===== config.mk =====
export PLATFORM = sky130hd
export DESIGN_NAME = ft2232h_tx_fifo
export DESIGN_NICKNAME = d
export VERILOG_FILES = /design/src/rtl/ft2232h_tx_fifo.sv
export SDC_FILE = /design/constraint.sdc
export NUM_CORES = 1
export LEC_CHECK = 0
export ABC_CLOCK_PERIOD_IN_PS = 3800
export CORE_UTILIZATION = 55
export CTS_CLUSTER_DIAMETER = 100
export DETAILED_ROUTE_END_ITERATION = 8
export PLACE_DENSITY = 0.76
export REMOVE_ABC_BUFFERS = 1
export SYNTH_ARGS = -nofsm -noshare
export SYNTH_HDL_FRONTEND = slang
export SYNTH_SLANG_ARGS = --single-unit

===== constraint.sdc =====
create_clock -name clk -period 3.8 [get_ports clk]
set_input_delay 0.76 -clock clk [delete_from_list [all_inputs] [get_ports clk]]
set_output_delay 0.76 -clock clk [all_outputs]
set_load 0.005 [all_outputs]

===== src/rtl/ft2232h_tx_fifo.sv =====
// FT2232H sync-FIFO transmit engine: buffers source bytes and drives them onto WR#/D[7:0],
// re-presenting any byte refused by TXE#, with an optional SIWU# flush pulse after an idle gap.
module ft2232h_tx_fifo #(
  parameter int  DATA_W     = 8,
  parameter int  DEPTH      = 16,
  parameter int  IDLE_FLUSH = 0,
  parameter int  CNT_W      = 32,
  localparam int PTR_W      = $clog2(DEPTH)
) (
  input  logic              clk,
  input  logic              reset,
  input  logic [DATA_W-1:0] s_data,
  input  logic              s_valid,
  output logic              s_ready,
  input  logic              txe,
  output logic              wr,
  output logic [DATA_W-1:0] data_out,
  output logic              siwu,
  output logic [PTR_W:0]    fill_level,
  output logic [CNT_W-1:0]  bytes_sent
);

  localparam int IDLE_W = (IDLE_FLUSH > 0) ? $clog2(IDLE_FLUSH + 1) : 1;

  typedef enum logic [1:0] {ST_EMPTY, ST_PRESENT, ST_HELD} out_state_e;

  logic [DATA_W-1:0] mem_q [DEPTH];
  logic [PTR_W-1:0]  rd_ptr_q, rd_ptr_d, wr_ptr_q, wr_ptr_d;
  logic [PTR_W:0]    count_q, count_d;
  out_state_e        state_q;
  logic              wr_q, siwu_q, siwu_d, armed_q, armed_d;
  logic [DATA_W-1:0] dout_q;
  logic [CNT_W-1:0]  bytes_q, bytes_d;
  logic [IDLE_W-1:0] idle_q, idle_d;
  logic              full, out_full, acc, push, load;

  assign full     = (count_q == (PTR_W+1)'(DEPTH));
  assign s_ready  = ~full & ~reset;
  assign push     = s_valid & s_ready;
  assign out_full = (state_q != ST_EMPTY);
  assign acc      = ~wr_q & ~txe;
  // A held byte that was not taken blocks the load; the FIFO never bypasses to the pins.
  assign load     = (~out_full | acc) & (count_q != '0);

  assign wr         = wr_q;
  assign data_out   = dout_q;
  assign siwu       = siwu_q;
  assign fill_level = count_q;
  assign bytes_sent = bytes_q;

  always_comb begin
    wr_ptr_d = wr_ptr_q + PTR_W'(push);
    rd_ptr_d = rd_ptr_q + PTR_W'(load);
    count_d  = count_q + (PTR_W+1)'(push) - (PTR_W+1)'(load);
    bytes_d  = bytes_q + CNT_W'(acc);
    idle_d   = idle_q;
    armed_d  = armed_q;
    siwu_d   = 1'b1;
    // One flush per idle gap: armed by an accept, disarmed by the pulse or by new data.
    if (push) begin
      armed_d = 1'b0;
      idle_d  = '0;
    end else if (acc) begin
      armed_d = 1'b1;
      idle_d  = '0;
    end else if (IDLE_FLUSH > 0 && armed_q && !out_full && count_q == '0) begin
      idle_d = idle_q + IDLE_W'(1);
      if (idle_q == IDLE_W'(IDLE_FLUSH - 1)) begin
        siwu_d  = 1'b0;
        armed_d = 1'b0;
      end
    end
  end

  always_ff @(posedge clk) begin
    if (reset) begin
      rd_ptr_q <= '0;
      wr_ptr_q <= '0;
      count_q  <= '0;
      state_q  <= ST_EMPTY;
      wr_q     <= 1'b1;
      dout_q   <= '0;
      siwu_q   <= 1'b1;
      bytes_q  <= '0;
      idle_q   <= '0;
      armed_q  <= 1'b0;
    end else begin
      rd_ptr_q <= rd_ptr_d;
      wr_ptr_q <= wr_ptr_d;
      count_q  <= count_d;
      siwu_q   <= siwu_d;
      bytes_q  <= bytes_d;
      idle_q   <= idle_d;
      armed_q  <= armed_d;
      if (load) begin
        dout_q <= mem_q[rd_ptr_q];
      end
      if (load || (out_full && !acc)) begin
        state_q <= txe ? ST_HELD : ST_PRESENT;
        wr_q    <= txe;
      end else begin
        state_q <= ST_EMPTY;
        wr_q    <= 1'b1;
      end
    end
  end

  always_ff @(posedge clk) begin
    if (push) begin
      mem_q[wr_ptr_q] <= s_data;
    end
  end

endmodule

==> results.md <==
* Run status: finished, final reports clean
* Number of synthesized flops with an enable pin at 128
* Most common cell in the netlist: edfxtp_1
* DR WL met3 at 766 µm
* RSZ-0062 raised after global routing: no
* Reg2reg end: fill_level[4]
* Synth top cells by count: edfxtp_1, dfxtp_1, nor2_1
* WHS Path Cells at 2
* Die area at 0.0140 mm²
* Port bufs at 58
* DRT Pass-1 Iters at 4
* Worst slew margin at 17.5%
* Tot Pwr at 4.92 mW
* Synth area leader: edfxtp_1
* Yosys cell types at 46
* GPL Wtd Cong at 0.797
* Post-Synth XOR/XNOR Area at 2.36%
* TritonCTS Sinks at 184
* Mux contribution to synthesized area at 11.9%
* Post-route cell area at 0.00890 mm²
* Slew at the pin with the worst max-slew slack at 1.24 ns
* Clock power frac at 37.9%
* Register area share after synthesis at 66.8%
* Crit Path Max Fanout at 4
* I/O pin count at 60
* WL per Instance at 20.0 µm
* Largest cells by area after synthesis: edfxtp_1, dfxtp_1, mux4_2, mux2i_1, nor2_1
* Global route total overflow at 0
* H-tree levels at 4
* Slowest CP cell: or4b_1
* Dpl cell area at 0.00826 mm²
* Final setup vio count at 0
* Pwr/cell area at 553 mW/mm²
* Diode count at 0
* Max-cap violations at 0
* Tcrit/Tclk final at 76.4%
* R2r worst-path depth at 12
* Post-synthesis simple-gate area fraction at 10.3%
* DRC at 0
* Met2 routed WL at 7.74 mm
* Largest family of logic cells by synthesized area: multiplexers
* DIE WIDTH at 118 µm
* Psw at 1.24 mW
* Detailed Place HPWL at 9.42 mm
* Worst Hold Class: reg2reg
* Switching Fraction at 25.3%
* Adder-cell share of the synthesized area at 1.95%
* Initial antenna violation count at 0
* TritonCTS clock tree: done
* Largest stage delay on the critical path at 0.51 ns
* Fin nets at 582
* Final Routed Wirelength at 15.0 mm
* Max clock buf depth at 2
* R2R Setup Slk at 0.90 ns
* Area fraction in compound gates after synthesis at 4.55%
* M1 WL at 6.13 mm
* Synth Instances at 489
* Final hold violation count at 0
* CP endpoint kind: flip-flop
* Layout cells sized above 1 at 16.1%
* Cell Rows at 42
* Vias/cell at 5.93
* CTS buffer count at 17
* Setup_tns at 0 ns
* Minimum clock period at 2.90 ns
* Area Growth Syn to Fin at 19.8%
* Crit. Startpoint: fill_level[3]
* Mean Syn Cell Area at 15.2 µm²
* Fmax at 0.344 GHz
* Vias in the first global route at 4,547
* Area share of the largest cell type after synthesis at 51.7%
* Max Clock Skew at 0.00775 ns
* Post-synth ARST share at 0%
* CTS resizes at 0
* Synthesis Warnings at 0
* Top FF cell, synth: edfxtp_1
* Clock Root Buffer: clkbuf_16
* Cell area after synthesis at 0.00743 mm²
* Via count at 4,436
* Power Internal at 3.67 mW
* Critical path launch point type: flip-flop
* Reg power frac at 48.1%
* Largest net degree at the start of global routing at 59
* Hold_sp: bytes_sent[31]
* Post-CTS setup buffers at 0
* Top Layer Used: met4
* CP arrival at 3.26 ns
* FF-to-FF Start: fill_level[3]
* ANT nets after route at 0
* Initial DRC count at 370
* Comb pwr share at 14.0%
* Initial Utilization at 56.3%
* First-pass GRT wire length at 23.7 mm
* Crit-path cells: inv_1 -> ha_1 -> or4b_1 -> nand2_1 -> or2_2 -> nand2_1 -> ha_1 -> fa_1 -> a21oi_1 -> nor2_1 -> or3_1 -> a21oi_1
* Max VDD drop at 0.000387 V
* Worst path required time at 4.16 ns
* Leak pwr at 2.85 nW
* Die Span Y at 118 µm
* Flops & latches, synth at 184
* Util after Layout at 67.4%
* Critical path type: reg2reg
* Clock slew at reported path FFs at 0.07 ns
* Clk_lat worst skew at 0.43 ns
* Global-route usage over all layers at 23.0%
* Placeable Area at 0.0132 mm²
* WHS Endpoint: bytes_sent[31]
* Slew Viols, Final at 0
* Hold-fix buffers, CTS at 0
==> per-stage QoR <==
stage	hold slack [ns]	worst slack, ns	instances
detailed placement	0.486	0.482	716
global route	0.508	0.723	748
floorplan	0.462	0.905	462
global placement	0.463	0.570	716
CTS	0.495	0.888	748
finish	0.491	0.896	748
==> cells in the final DEF, fill, tap and decap left out, types with 2 or more instances in the layout <==
master / n
clkinv_4: 2
and3_1: 3
nor2b_1: 7
nand4_1: 6
inv_8: 3
nor4_1: 3
or3_1: 10
edfxtp_1: 128
nand2_1: 13
inv_6: 3
clkinv_8: 2
xnor2_1: 15
bufinv_16: 3
dfxtp_2: 2
dfxtp_1: 54
xor2_1: 5
nand3_1: 13
buf_4: 20
nand2b_1: 2
and4_1: 3
or4b_1: 2
mux2i_1: 16
nand3b_1: 10
o221ai_1: 8
o31ai_1: 12
o21ai_0: 7
inv_1: 10
or4_1: 12
mux4_2: 32
a21oi_1: 21
nor3_1: 7
clkbuf_16: 17
nor2_1: 35
ha_1: 10
clkdlybuf4s50_1: 57
==> worst max-delay path: cells and delay by family, from the launching register on <==
| family | cells | cell delay (ns) |
|---|---|---|
| and+or+nand+nor | 6 | 1.26 |
| adders and majority gates | 3 | 0.83 |
| DFF | 1 | 0.35 |
| AOI/OAI and AO/OA | 2 | 0.31 |
| buffers and inverters | 1 | 0.09 |
==> final cells by class <==
cell class	count	area, µm²
Inverter	10	37.5
Fill cell	902	4290
Multi-Input combinational cell	268	2310
Sequential cell	184	4970
Clock buffer	17	425
Timing Repair Buffer	78	726
Tap cell	176	220
Clock inverter	15	213
==> power by group through the flow <==
| stage | sequential, mW | combinational [mW] | clock, mW |
|---|---|---|---|
| 2_1_floorplan | 2.37 | 0.381 | 0 |
| 6_report | 2.36 | 0.690 | 1.86 |
| 3_3_place_gp | 2.39 | 0.658 | 0 |
| 5_1_grt | 2.37 | 0.748 | 1.97 |
| 3_5_place_dp | 2.40 | 0.684 | 0 |
| 4_1_cts | 2.36 | 0.696 | 1.90 |
==> worst max path at each step <==
| stage | endpoint | slack (ns) | cells past startpoint |
|---|---|---|---|
| 2_1_floorplan | fill_level[4] | 0.91 | 10 |
| 3_3_place_gp | bytes_sent[30] | 0.57 | 8 |
| 3_5_place_dp | bytes_sent[30] | 0.48 | 8 |
| 4_1_cts | fill_level[4] | 0.89 | 12 |
| 5_1_grt | fill_level[4] | 0.72 | 12 |
| 6_report | fill_level[4] | 0.90 | 12 |
==> registers in the layout (all words and copies together) (netlist names) <==
| signal | cells |
|---|---|
| bytes_sent | 32 |
| data_out | 8 |
| fill_level | 5 |
| mem_q | 128 |
| rd_ptr_q | 4 |
| state_q | 2 |
| wr | 1 |
| wr_ptr_q | 4 |
==> layer usage <==
layer / vias up / GRT usage [%]
met2: 137 / 40.3
li1: 2041 / -
met5: - / 0
met3: 30 / 5.16
met4: 0 / 10.2
met1: 2228 / 27.1
==> cell families (layout without fill, tap and decap cells) <==
logic type                 after synthesis  count (layout)
adders and majority gates               11              11
muxes                                   48              48
AOI/OAI and AO/OA                       53              53
other                                    1               1
DFF                                    184             184
buffers and inverters                   37             120
xor gates and xnor gates                20              20
and+or+nand+nor                        135             135
Power figures use the tool's default switching activity.
